## src/rtl/imem_loader.sv

```systemverilog
// Boot-time instruction-memory loader: packs a big-endian byte stream into
// 32-bit words, writes them from address 0 upward and holds the core meanwhile.
module imem_loader #(
  parameter int ADDR_WIDTH = 8,
  parameter int MAX_WORDS  = 256
) (
  input  logic                  clk,
  input  logic                  rst,
  input  logic                  start,
  input  logic [ADDR_WIDTH:0]   len,
  input  logic                  byte_valid,
  input  logic [7:0]            byte_data,
  output logic                  byte_ready,
  output logic                  im_we,
  output logic [ADDR_WIDTH-1:0] im_addr,
  output logic [31:0]           im_wdata,
  output logic                  cpu_hold,
  output logic                  busy,
  output logic                  done,
  output logic                  err
);

  // state | meaning
  // IDLE  | waiting for start; core released
  // RECV  | accepting bytes of the current word
  // WRITE | im_we cycle for the assembled word
  // DONE  | one-cycle done pulse, then back to IDLE
  typedef enum logic [1:0] {IDLE, RECV, WRITE, DONE} state_t;

  localparam logic [ADDR_WIDTH:0] MAX_LEN = (ADDR_WIDTH+1)'(MAX_WORDS);

  state_t              state, state_nxt;
  logic [ADDR_WIDTH:0] len_r;
  logic [ADDR_WIDTH:0] word_cnt;
  logic [ADDR_WIDTH:0] word_cnt_inc;
  logic [1:0]          byte_cnt;
  // Only three bytes need holding; the fourth goes straight into im_wdata.
  logic [23:0]         shift_r;

  logic xfer, word_last, len_zero, len_bad, last_word;

  assign xfer         = (state == RECV) && byte_valid;
  assign word_last    = xfer && (byte_cnt == 2'd3);
  assign len_zero     = (len == '0);
  assign len_bad      = (len > MAX_LEN);
  assign word_cnt_inc = word_cnt + 1'b1;
  assign last_word    = (word_cnt_inc == len_r);

  assign byte_ready = (state == RECV);
  assign busy       = (state != IDLE);
  assign cpu_hold   = busy;

  always_comb begin
    state_nxt = state;
    case (state)
      IDLE: begin
        if (start) begin
          if (len_zero)     state_nxt = DONE;
          else if (!len_bad) state_nxt = RECV;
        end
      end
      RECV:    if (word_last) state_nxt = WRITE;
      WRITE:   state_nxt = last_word ? DONE : RECV;
      DONE:    state_nxt = IDLE;
      default: state_nxt = IDLE;
    endcase
  end

  always_ff @(posedge clk or negedge rst) begin
    if (!rst) state <= IDLE;
    else      state <= state_nxt;
  end

  always_ff @(posedge clk or negedge rst) begin
    if (!rst) begin
      len_r    <= '0;
      word_cnt <= '0;
      byte_cnt <= '0;
      shift_r  <= '0;
      im_we    <= 1'b0;
      im_addr  <= '0;
      im_wdata <= '0;
      done     <= 1'b0;
      err      <= 1'b0;
    end else begin
      im_we <= 1'b0;
      done  <= 1'b0;
      err   <= 1'b0;
      case (state)
        IDLE: begin
          if (start) begin
            if (len_zero) begin
              done <= 1'b1;
            end else if (len_bad) begin
              err <= 1'b1;
            end else begin
              len_r    <= len;
              word_cnt <= '0;
              byte_cnt <= '0;
            end
          end
        end
        RECV: begin
          if (xfer) begin
            shift_r  <= {shift_r[15:0], byte_data};
            byte_cnt <= byte_cnt + 2'd1;
            if (byte_cnt == 2'd3) begin
              im_we    <= 1'b1;
              im_wdata <= {shift_r, byte_data};
              im_addr  <= word_cnt[ADDR_WIDTH-1:0];
            end
          end
        end
        WRITE: begin
          word_cnt <= word_cnt_inc;
          if (last_word) done <= 1'b1;
        end
        default: ;
      endcase
    end
  end

endmodule

```

## config.mk

```make
export PLATFORM = sky130hd
export DESIGN_NAME = imem_loader
export DESIGN_NICKNAME = d
export VERILOG_FILES = /design/src/rtl/imem_loader.sv
export SDC_FILE = /design/constraint.sdc
export NUM_CORES = 1
export LEC_CHECK = 0
export CORE_ASPECT_RATIO = 0.5
export CORE_MARGIN = 1
export CORE_UTILIZATION = 40
export DETAILED_ROUTE_END_ITERATION = 8
export PLACE_DENSITY = 0.72
export SLEW_MARGIN = 20
export SYNTH_ARGS = -nofsm -noshare
export SYNTH_HDL_FRONTEND = slang
export SYNTH_SLANG_ARGS = --single-unit
export TNS_END_PERCENT = 50
```

## constraint.sdc

```tcl
create_clock -name clk -period 1.95 [get_ports clk]
set_input_delay 0.195 -clock clk [delete_from_list [all_inputs] [get_ports clk]]
set_output_delay 0.195 -clock clk [all_outputs]
set_load 0.03 [all_outputs]
```

# Yosys cells after proc, flatten, opt, wreduce, memory -nomap -nowiden

Index checks and enable logic that the tools add are counted.

Bitwise gates (word level): 2
Add/subtract/negate cells: 2
Magnitude comparators: 1
Equality and inequality tests: 11
Multiplexer cells: 26
Reductions and logical operators: 13

Operator list:

| operator                                                                 | count |
|---|---|
| 9-bit 2-to-1 mux                                                         | 3 |
| 2-bit 2-to-1 mux                                                         | 9 |
| 9-bit case mux with 2 select lines                                       | 1 |
| 1-bit 2-to-1 mux                                                         | 10 |
| 9-bit by 1-bit adder with 9-bit output (second input constant)           | 1 |
| 9-bit == test                                                            | 1 |
| 9-bit > comparator (second input constant)                               | 1 |
| 9-bit logical NOT                                                        | 1 |
| 2-bit case mux with 4 select lines                                       | 1 |
| 4-bit AND reduction                                                      | 2 |
| 2-bit == test (second input constant)                                    | 3 |
| 2-bit inequality test (second input constant)                            | 3 |
| 3-bit AND reduction                                                      | 2 |
| 2-bit nonzero test                                                       | 3 |
| 5-bit AND reduction                                                      | 1 |
| 2-bit by 1-bit inequality test with 1-bit output (second input constant) | 2 |
| 2-bit case mux with 2 select lines                                       | 1 |
| 3-bit inequality test (second input constant)                            | 1 |
| 2-bit by 1-bit adder with 2-bit output (second input constant)           | 1 |
| 2-bit by 1-bit == test with 1-bit output (second input constant)         | 1 |
| 1-bit logical AND                                                        | 2 |
| 2-bit logical NOT                                                        | 1 |
| 1-bit inverter                                                           | 2 |
| 1-bit case mux with 2 select lines                                       | 1 |
| 2-bit AND reduction                                                      | 1 |

Flip-flop bits (word level): 89
Output and inout port bits: 46
Logic and storage cells: 65
Bits of input ports: 21

# Longest topological paths before layout

Gate-level depths: netlist (run 1).

Depth in word-level cells: 5
Mapped depth: 8
Depth with buffers taken out: 8

# Worst setup path after synthesis (run 1)

OpenSTA, ideal clock, no wires.

Path type: reg2reg
From: register word_cnt[0]
To: register state[1]
Arrival: 1.764 ns
Period minus slack after synthesis: 1.840 ns
Cell stages (with the launch flop): 7
Path buffers: 0
Library setup time: 0.076 ns
Setup slack: 0.110 ns
Data required time: 1.874 ns
Cell sequence: dfrtp_1 ha_1 nand3_2 or4_1 a22oi_1 o311ai_1 o21ai_1

Cells in the longest elaborated chain, start to end: 4

RTL lines:

| element                                | RTL line | source |
|---|---|---|
| start: declaration                     | 34       | `logic [ADDR_WIDTH:0] word_cnt;` |
| start signal: assignment               | 115      | `word_cnt <= word_cnt_inc;` |
| 9-bit by 1-bit adder with 9-bit output | 46       | `assign word_cnt_inc = word_cnt + 1'b1;` |
| 9-bit == test                          | 47       | `assign last_word = (word_cnt_inc == len_r);` |
| 2-bit 2-to-1 mux                       | 63       | `WRITE: state_nxt = last_word ? DONE : RECV;` |
| 2-bit case mux with 4 select lines     | 55       | `case (state)` |
| end signal: assignment                 | 71       | `else state <= state_nxt;` |
| end: declaration                       | 32       | `state_t state, state_nxt;` |

Every way passes these cells.
A chain may end at the register's enable or synchronous reset.

# Worst setup path after layout (run 1)

From: register state[1]
To: output port byte_ready

Cells in the longest elaborated chain, start to end: 1

RTL lines:

| element                                  | RTL line | source |
|---|---|---|
| 2-bit by 1-bit == test with 1-bit output | 49       | `assign byte_ready = (state == RECV);` |
| end: declaration                         | 13       | `output logic byte_ready,` |

Every way passes these cells.

==> impl_metrics.ini, run 1 <==
[power_and_ir_drop]
total_power_mw = 8.128
p_per_area_mw_per_mm2 = 1618
p_leak_nw = 2.317
ir_worst_vdd_v = 0.0007970

[floorplan]
die_w_um = 139.3
initial_core_util = 0.4230
dieArea_mm2 = 0.009847
fp-row-count = 24
design.core.area_mm2 = 0.008919
io_pins = 67
die_h_um = 70.67

[grt]
overflow = 0
grt_pass1_vias = 2816
grt_usage = 0.1787
antenna_found_initial = 0
grt_max_degree = 42
grt_pass1_wl_um = 13660

[route]
routedWlPerCell_um = 14.07
routed_via_density = 4.957
drt-initial-drc-count = 153
ant_nets = 0
routed_wl_um = 7896
vias = 2781
firstDrtPassIters = 6
drc = 0

[critical_path]
slowest_delay_ps = 680
start_kind = flip-flop
worst-path-buf-inv = 2
path_max_fanout = 8
arrival_ps = 1700
worstSetupPathType = flip-flop to output port
r2r_start = word_cnt[0]
critPathRequiredTime_ps = 1750
crit_slowest_cell = clkdlybuf4s50_1
end_kind = output port
crit_start = state[1]
critical-path-top-delay-family = buffers and inverters
path_cells = buf_4 > nor2b_1 > clkdlybuf4s50_1

[layout]
fin_cells = 561
drive_gt1_frac = 0.1577
multi_input_area_mm2 = 0.001491
regArea_mm2 = 0.002227
antennaDiodeCount = 0
fill_cells = 804
fin_nets = 464
syn2layout_area_growth_pct = 33.13

[sta]
finalMaxSlewViolations = 0
skew_ps = 7.277
setup_violations = 0
finalCritPeriodShare = 0.9741
hold_violations = 0
relSlewSlack = 0.7115
whs_ps = 357.7
max_clock_freq_mhz = 526.5
worstMarginPinSlew_ps = 432.8
setup-tns-final_ps = 0
final.min_clock_period_ps = 1899

[logic_synthesis]
synth_seq_cells = 89
synth_top_area_cell = dfrtp_1
syn-cell-area_mm2 = 0.003772
syn_nets = 388
synth_area_per_cell_um2 = 10.39
seq_area_frac_synth = 0.5904
synth_common_cells = nand2_1, dfrtp_1, mux2_2
ys.flop_type = dfrtp_1
syn_inst = 363
ys_types = 38
synth_edf_count = 0
yosys-top-cells-area = dfrtp_1, nand2_1, mux2_2, o21ai_0, xnor2_1
yosys.cell_count.top_type = nand2_1
synth_async_sr_flop_share = 1.000
yosysWarnings = 0
synth_top_area_frac = 0.5904

[cts]
clock-sinks = 89
cts_root_buf = clkbuf_16
post_cts_buffers = 0
clockBufferDepth = 2
clk_pin_slew_worst_paths_ps = 60
cts_buffers = 9
cts_tree = built
clkLatencyLatePin_ps = 340
htree_levels = 3

[placed_design]
dp.cells = 544
dp_hpwl_um = 5204
portBuffers = 66
place.gp.congestion = 0.7565

[status]
status = completed

[worst_hold_path]
min_path_type = primary input to asynchronous set/reset pin

[job]
maxCapViolCount = 0
==> through the flow <==
step	worst slack, ps	utilization	cell area [µm²]
finish	50.52	0.5631	5022
detailed placement	-371.4	0.5220	4656
floorplan	109.5	-	3772
global placement	-322.7	0.5220	4656
CTS	5.849	0.5600	4995
global route	-0.02531	0.5631	5022
==> layer usage <==
metal | global-route usage | wire length (µm)
met5 | 0 | 0
met4 | 0.06049 | 95
met3 | 0.05010 | 294
met1 | 0.2212 | 3609
met2 | 0.3054 | 3898
==> layout by cell type (no fill, tap or decap), types with 5 or more instances in the layout <==
master | synthesis | layout
nand2_1 | 134 | 134
buf_4 | 1 | 13
clkbuf_16 | 0 | 9
o21ai_0 | 15 | 11
xnor2_1 | 8 | 8
inv_1 | 5 | 5
o21ai_1 | 2 | 6
dfrtp_1 | 89 | 89
clkdlybuf4s50_1 | 0 | 65
mux2_2 | 29 | 29
nor2_1 | 9 | 7
==> kinds of logic (layout without fill, tap and decap cells) <==
group	count (synthesis)	after routing	synth area share
xor gates and xnor gates	10	10	0.02322
AOI/OAI and AO/OA	34	34	0.05738
DFF	89	89	0.5904
adders and majority gates	4	4	0.01327
and+or+nand+nor	169	169	0.1897
muxes	34	34	0.1012
buffers and inverters	23	104	0.02488
==> worst register-to-register path, stage by stage (launching register included) <==
cell and delay, ps:
dfrtp_1 420, buf_4 180, nand3_4 90, or3_1 390, a2111oi_2 380, o311ai_1 210, o21ai_1 110
==> flip-flops by register name, summed over array words and instances, names as in the netlist <==
| signal | count |
|---|---|
| im_wdata | 32 |
| byte_cnt | 2 |
| err | 1 |
| state | 2 |
| len_r | 9 |
| im_we | 1 |
| im_addr | 8 |
| word_cnt | 9 |
| shift_r | 24 |
| done | 1 |
==> what timing repair did <==
item,CTS,global route
gates resized for setup,3,9
hold buffers,1,0
pin swaps,0,3
endpoints found under the hold margin,31,0
gates cloned,0,0
endpoints found under the setup margin,8,10
==> layout make-up <==
type | count | area share
Clock inverter | 3 | 0.009218
Clock buffer | 13 | 0.05381
Tap cell | 117 | 0.02915
Timing Repair Buffer | 82 | 0.1629
Multi-Input combinational cell | 251 | 0.2970
Sequential cell | 89 | 0.4434
Inverter | 6 | 0.004484
==> where the power goes <==
part / internal (mW) / switching, mW
logic: 1.46 / 1.69
registers: 2.63 / 0.548
clock network: 1.10 / 0.699
total: 5.19 / 2.94
==> final timing paths <==
check,depth (start not counted),end,slack [ps]
setup reg to reg,6,state[1],110
min in group clk,3,im_wdata[7],420
hold reg to reg,2,im_wdata[26],460
setup / recovery,3,byte_ready,50
hold / removal,2,im_wdata[6],360
max in group asynchronous,3,im_addr[3],1000
Power figures use the tool's default switching activity.
==> run 2: changes to the inputs <==
clock period = 1.65 ns   (was 1.95 ns; I/O delays follow)
==> run 2 against run 1 <==
The flow now finishes with violations (negative setup slack). Power grew 18%. Global-route usage rose by 0.61 points. Clock power grew 7%. Non-clock buffer count up 25. Cell count grew 4.6%. Core utilization rose by 3.2 points. First-iteration DRC count shrank 31%. Sequential share of layout area decreased by 2.3 points. Largest cell class unchanged. Largest power group is now combinational logic.
==> impl_metrics.ini, run 2 (synthesis results as in run 1) <==
[status]
status = complete, but fails checks
violations = negative setup slack

[critical_path]
start_kind = flip-flop
arrival_ps = 2010
path_max_fanout = 6
worstSetupPathType = flip-flop to flip-flop
end_kind = flip-flop
r2r_end = state[1]
r2r_start = word_cnt[1]
reg2reg_slack_ps = -90
reg2reg_depth = 6
critPathRequiredTime_ps = 1920

[layout]
fin_nets = 490
postLayoutCellArea_mm2 = 0.005311
antennaDiodeCount = 0
syn2layout_area_growth_pct = 40.80
final_common_cell = nand2_1
largest_reg_flops = 32
drive_gt1_frac = 0.2340
top_regs = im_wdata (32), shift_r (24)
layout_common_cells = nand2_1, dfrtp_1, clkdlybuf4s50_1, buf_4, mux2_2
regArea_mm2 = 0.002231
fill_cells = 744
regMostFlops = im_wdata
post-route-util = 0.5955
multi_input_area_mm2 = 0.001600

[grt]
use_met3 = 0.06229
overflow = 0
grt_pass1_wl_um = 14040
antenna_found_initial = 0
use_met2 = 0.2959
grt_usage = 0.1848
grt_pass1_vias = 2854
use_met1 = 0.2388
grt_max_degree = 34
grt_most_used_layer = met2

[power_and_ir_drop]
ir_worst_vdd_v = 0.0008691
p_per_area_mw_per_mm2 = 1808
p_leak_nw = 2.466

[route]
routedWlPerCell_um = 14.25
drc = 0
ant_nets = 0
vias = 2872
firstDrtPassIters = 4
routed_via_density = 4.893
routed_wl_um = 8364
drt-initial-drc-count = 106

[cts]
cts_root_buf = clkbuf_16
htree_levels = 3
clockBufferDepth = 2
clock-sinks = 89
cts_tree = built
clk_pin_slew_worst_paths_ps = 60
clkLatencyLatePin_ps = 340
cts_buffers = 9

[sta]
finalCritPeriodShare = 1.055
whs_ps = 74.03
finalMaxSlewViolations = 0
rsz0062_at_grt = true
setup_violations = 3
final.min_clock_period_ps = 1740
finalWorstSetupSlack_ps = -90.31
skew_ps = 4.373
hold_violations = 0
relSlewSlack = 0.7156
worstMarginPinSlew_ps = 422.7
max_clock_freq_mhz = 574.6

[worst_hold_path]
hold_start = len[1]
min_path_cells = 2
min_path_type = primary input to flip-flop
min_to = len_r[1]

[floorplan]
design.core.area_mm2 = 0.008919
fp-row-count = 24
initial_core_util = 0.4230
die_h_um = 70.67
die_w_um = 139.3
io_pins = 67
dieArea_mm2 = 0.009847

[placed_design]
portBuffers = 66
place_area_mm2 = 0.004873
dp_hpwl_um = 5592
place.gp.congestion = 0.7609
place_ws_ps = -627.3

[job]
maxCapViolCount = 0
==> run 2: worst max-delay path by stage <==
stage / start / to / slack, ps / depth (start not counted)
after floorplan: word_cnt[2] / state[1] / -2 / 5
after global placement: len[1] / word_cnt[3] / -550 / 9
after detailed placement: len[1] / word_cnt[6] / -630 / 9
after CTS: word_cnt[5] / state[1] / -120 / 5
after global routing: word_cnt[1] / state[1] / -180 / 6
final: word_cnt[1] / state[1] / -90 / 6
==> run 2: per-stage QoR <==
step                instances  TNS (ps)  power, mW
finish                    587    -188.4      9.601
global route              587    -512.9      10.20
CTS                       587    -257.0      9.656
detailed placement        566    -11680      7.652
global placement          566    -10790      7.550
floorplan                 363    -2.497      5.997
==> run 2: cell type report <==
| class | instances | area share |
|---|---|---|
| Clock buffer | 10 | 0.04311 |
| Tap cell | 117 | 0.02756 |
| Inverter | 6 | 0.004240 |
| Timing Repair Buffer | 107 | 0.1941 |
| Sequential cell | 89 | 0.4200 |
| Clock inverter | 6 | 0.009658 |
| Multi-Input combinational cell | 252 | 0.3013 |
==> run 2: worst max-delay path, cell delays in order (launching register included) <==
cell,delay (ps)
dfrtp_2,420
ha_4,180
nand3_4,100
or4_1,490
a22oi_2,190
o311ai_2,170
o21ai_1,110
==> run 2: where the power goes <==
group / leakage [nW] / total, mW / internal, mW / switching, mW
Clock: 0.139 / 1.92 / 1.04 / 0.881
Sequential: 1.11 / 3.74 / 3.11 / 0.637
Combinational: 1.21 / 3.93 / 1.85 / 2.09
==> run 2: timing repair <==
item | in CTS | in global routing
hold buffers | 1 | 0
resized for setup | 27 | 14
setup endpoints to repair | 25 | 23
hold endpoints to repair | 29 | 0
cloned | 1 | 0
pin swaps | 0 | 7
buffers inserted | 3 | 0
==> run 2: layer usage <==
metal,wire length [µm],vias to the layer above
li1,-,1416
met1,3940,1391
met2,3912,57
met3,409,8
met4,102,0
met5,0,-
==> run 3: changes to the inputs <==
ABC_AREA = 1   (was unset)
CAP_MARGIN = 20   (was unset)
==> run 3 against run 2 <==
The flow finishes with violations (design-rule violations). First-iteration DRC count grew 48%. Design area shrank 5.7%. Global-route usage shrank 1.5 points. Register-to-register slack gained 200 ps. Cell count grew 5.1%. Die area shrank 0.13%. Sequential power shrank 1%.
==> impl_metrics.ini, run 3 <==
[layout]
drive_gt1_frac = 0.1280
layout_common_cells = nand2_1, dfrtp_1, clkdlybuf4s50_1, inv_1, o21ai_1
antennaDiodeCount = 0
regMostFlops = im_wdata
final_common_cell = nand2_1
largest_reg_flops = 32
regArea_mm2 = 0.002228
fin_cells = 617
top_regs = im_wdata (32), shift_r (24)
fill_cells = 787
multi_input_area_mm2 = 0.001324
syn2layout_area_growth_pct = 32.95
fin_nets = 520

[cts]
htree_levels = 3
clockBufferDepth = 2
clkLatencyLatePin_ps = 340
clk_pin_slew_worst_paths_ps = 60
clock-sinks = 89
cts_tree = built
cts_root_buf = clkbuf_16
cts_buffers = 9

[floorplan]
fp-row-count = 24
die_h_um = 70.63
design.core.area_mm2 = 0.008919
dieArea_mm2 = 0.009834
initial_core_util = 0.4224
die_w_um = 139.2
io_pins = 67

[sta]
whs_ps = 124.9
final.min_clock_period_ps = 1604
finalMaxSlewViolations = 0
hold_violations = 0
worstMarginPinSlew_ps = 409.7
setup_violations = 0
relSlewSlack = 0.7269
rsz0062_at_grt = false
finalWorstSetupSlack_ps = 46.49
setup-tns-final_ps = 0
skew_ps = 8.146
max_clock_freq_mhz = 623.6
finalCritPeriodShare = 0.9718

[power_and_ir_drop]
total_power_mw = 9.768
power_frac_clock = 0.209
p_leak_nw = 2.433
p_sw_mw = 3.856
seqPwrFrac = 0.378
p_int_mw = 5.912
p_per_area_mw_per_mm2 = 1950
sw_frac_of_total = 0.3948
ir_worst_vdd_v = 0.0007672
comb_power_share = 0.413

[grt]
antenna_found_initial = 0
grt_max_degree = 73
grt_pass1_vias = 2847
overflow = 0
grt_usage = 0.1693
grt_pass1_wl_um = 13030

[status]
violations = design-rule violations
status = complete, but fails checks

[route]
routed_wl_um = 7676
vias = 2948
firstDrtPassIters = 6
drt-initial-drc-count = 157
ant_nets = 0
drc = 4
routedWlPerCell_um = 12.44
routed_via_density = 4.778

[placed_design]
dp.cells = 597
place_ws_ps = -455.5
dp_hpwl_um = 5230
place.gp.congestion = 0.8627
portBuffers = 66

[logic_synthesis]
synth_top_area_cell = dfrtp_1
yosys.cell_count.top_type = nand2_1
ys_types = 27
synth_seq_cells = 89
syn_nets = 442
syn-cell-area_mm2 = 0.003767
synth_common_cells = nand2_1, dfrtp_1, inv_1
syn_inst = 417
ys.flop_type = dfrtp_1
yosys-top-cells-area = dfrtp_1, nand2_1, inv_1, o21ai_1, o21ai_0
synth_area_per_cell_um2 = 9.034
synth_edf_count = 0
synth_async_sr_flop_share = 1.000
yosysWarnings = 0
seq_area_frac_synth = 0.5912
synth_top_area_frac = 0.5912

[critical_path]
reg2reg_depth = 10
r2r_start = word_cnt[0]
reg2reg_slack_ps = 110
crit_start = state[1]
end_kind = output port
arrival_ps = 1440
critPathRequiredTime_ps = 1480
worstSetupPathType = flip-flop to output port
r2r_end = state[1]
start_kind = flip-flop
crit_end = cpu_hold
path_max_fanout = 6

[worst_hold_path]
hold_start = len[5]
min_path_type = primary input to flip-flop

[job]
maxCapViolCount = 0
[run 3: changes by cell type after synthesis, sizes merged, moves of 10 or more]
| cell | before | now |
|---|---|---|
| clkbuf | 13 | 3 |
| mux2 | 33 | 5 |
| inv | 6 | 51 |
| o21ai | 17 | 61 |
| nor2 | 9 | 20 |
[run 3: cell type report]
cell class                      count  area share
Sequential cell                    89      0.4449
Inverter                           52     0.03997
Tap cell                          117     0.02923
Multi-Input combinational cell    261      0.2643
Timing Repair Buffer               82      0.1626
Clock buffer                       10     0.04572
Clock inverter                      6     0.01324
[run 3: cells by family after synthesis]
| group | count (synthesis) | share of synthesized area |
|---|---|---|
| compound gates | 76 | 0.1056 |
| fa+ha+maj | 4 | 0.01329 |
| buf+inv | 67 | 0.07240 |
| flops | 89 | 0.5912 |
| mux | 5 | 0.01494 |
| simple gates | 176 | 0.2026 |
[run 3: through the flow]
stage | utilization | cell area, µm²
6_report | 0.5616 | 5009
5_1_grt | 0.5616 | 5009
4_1_cts | 0.5537 | 4938
3_5_place_dp | 0.5170 | 4611
3_3_place_gp | 0.5170 | 4611
2_1_floorplan | - | 3767
[run 3: worst min path at each step]
stage	to	slack, ps	depth (start not counted)
detailed placement	im_wdata[26]	110	1
global placement	im_wdata[30]	100	1
CTS	len_r[6]	240	2
floorplan	byte_cnt[0]	-130	0
global route	len_r[5]	130	2
finish	len_r[5]	120	2
[run 3: per-layer routing]
metal	vias to the layer above	track usage	part of all wire	wire length, µm
li1	1487	-	-	-
met1	1401	0.2010	0.46	3541
met2	50	0.2965	0.49	3756
met3	10	0.04604	0.036	276
met4	0	0.06790	0.013	102
met5	-	0	0	0
[run 3: power by group through the flow]
stage               Clock [mW]  Combinational, mW  Sequential (mW)
global placement             0               3.93             3.71
CTS                       2.08               4.00             3.70
floorplan                    0               1.75             4.46
finish                    2.04               4.04             3.69
detailed placement           0               4.00             3.73
global route              2.16               4.45             3.82
[run 3: repair_timing]
action                     4_1_cts  5_1_grt
hold endpoints to repair        26        0
buffers inserted                 1        1
resized for setup                7       23
pin swaps                        2        7
setup endpoints to repair       18       22
hold buffers                     1        0
cloned                           1        0
[run 3: critical path, stage by stage (launching register included)]
cell and delay [ps]:
dfrtp_2 470, nor2_4 180, inv_1 80, dlygate4sd2_1 360
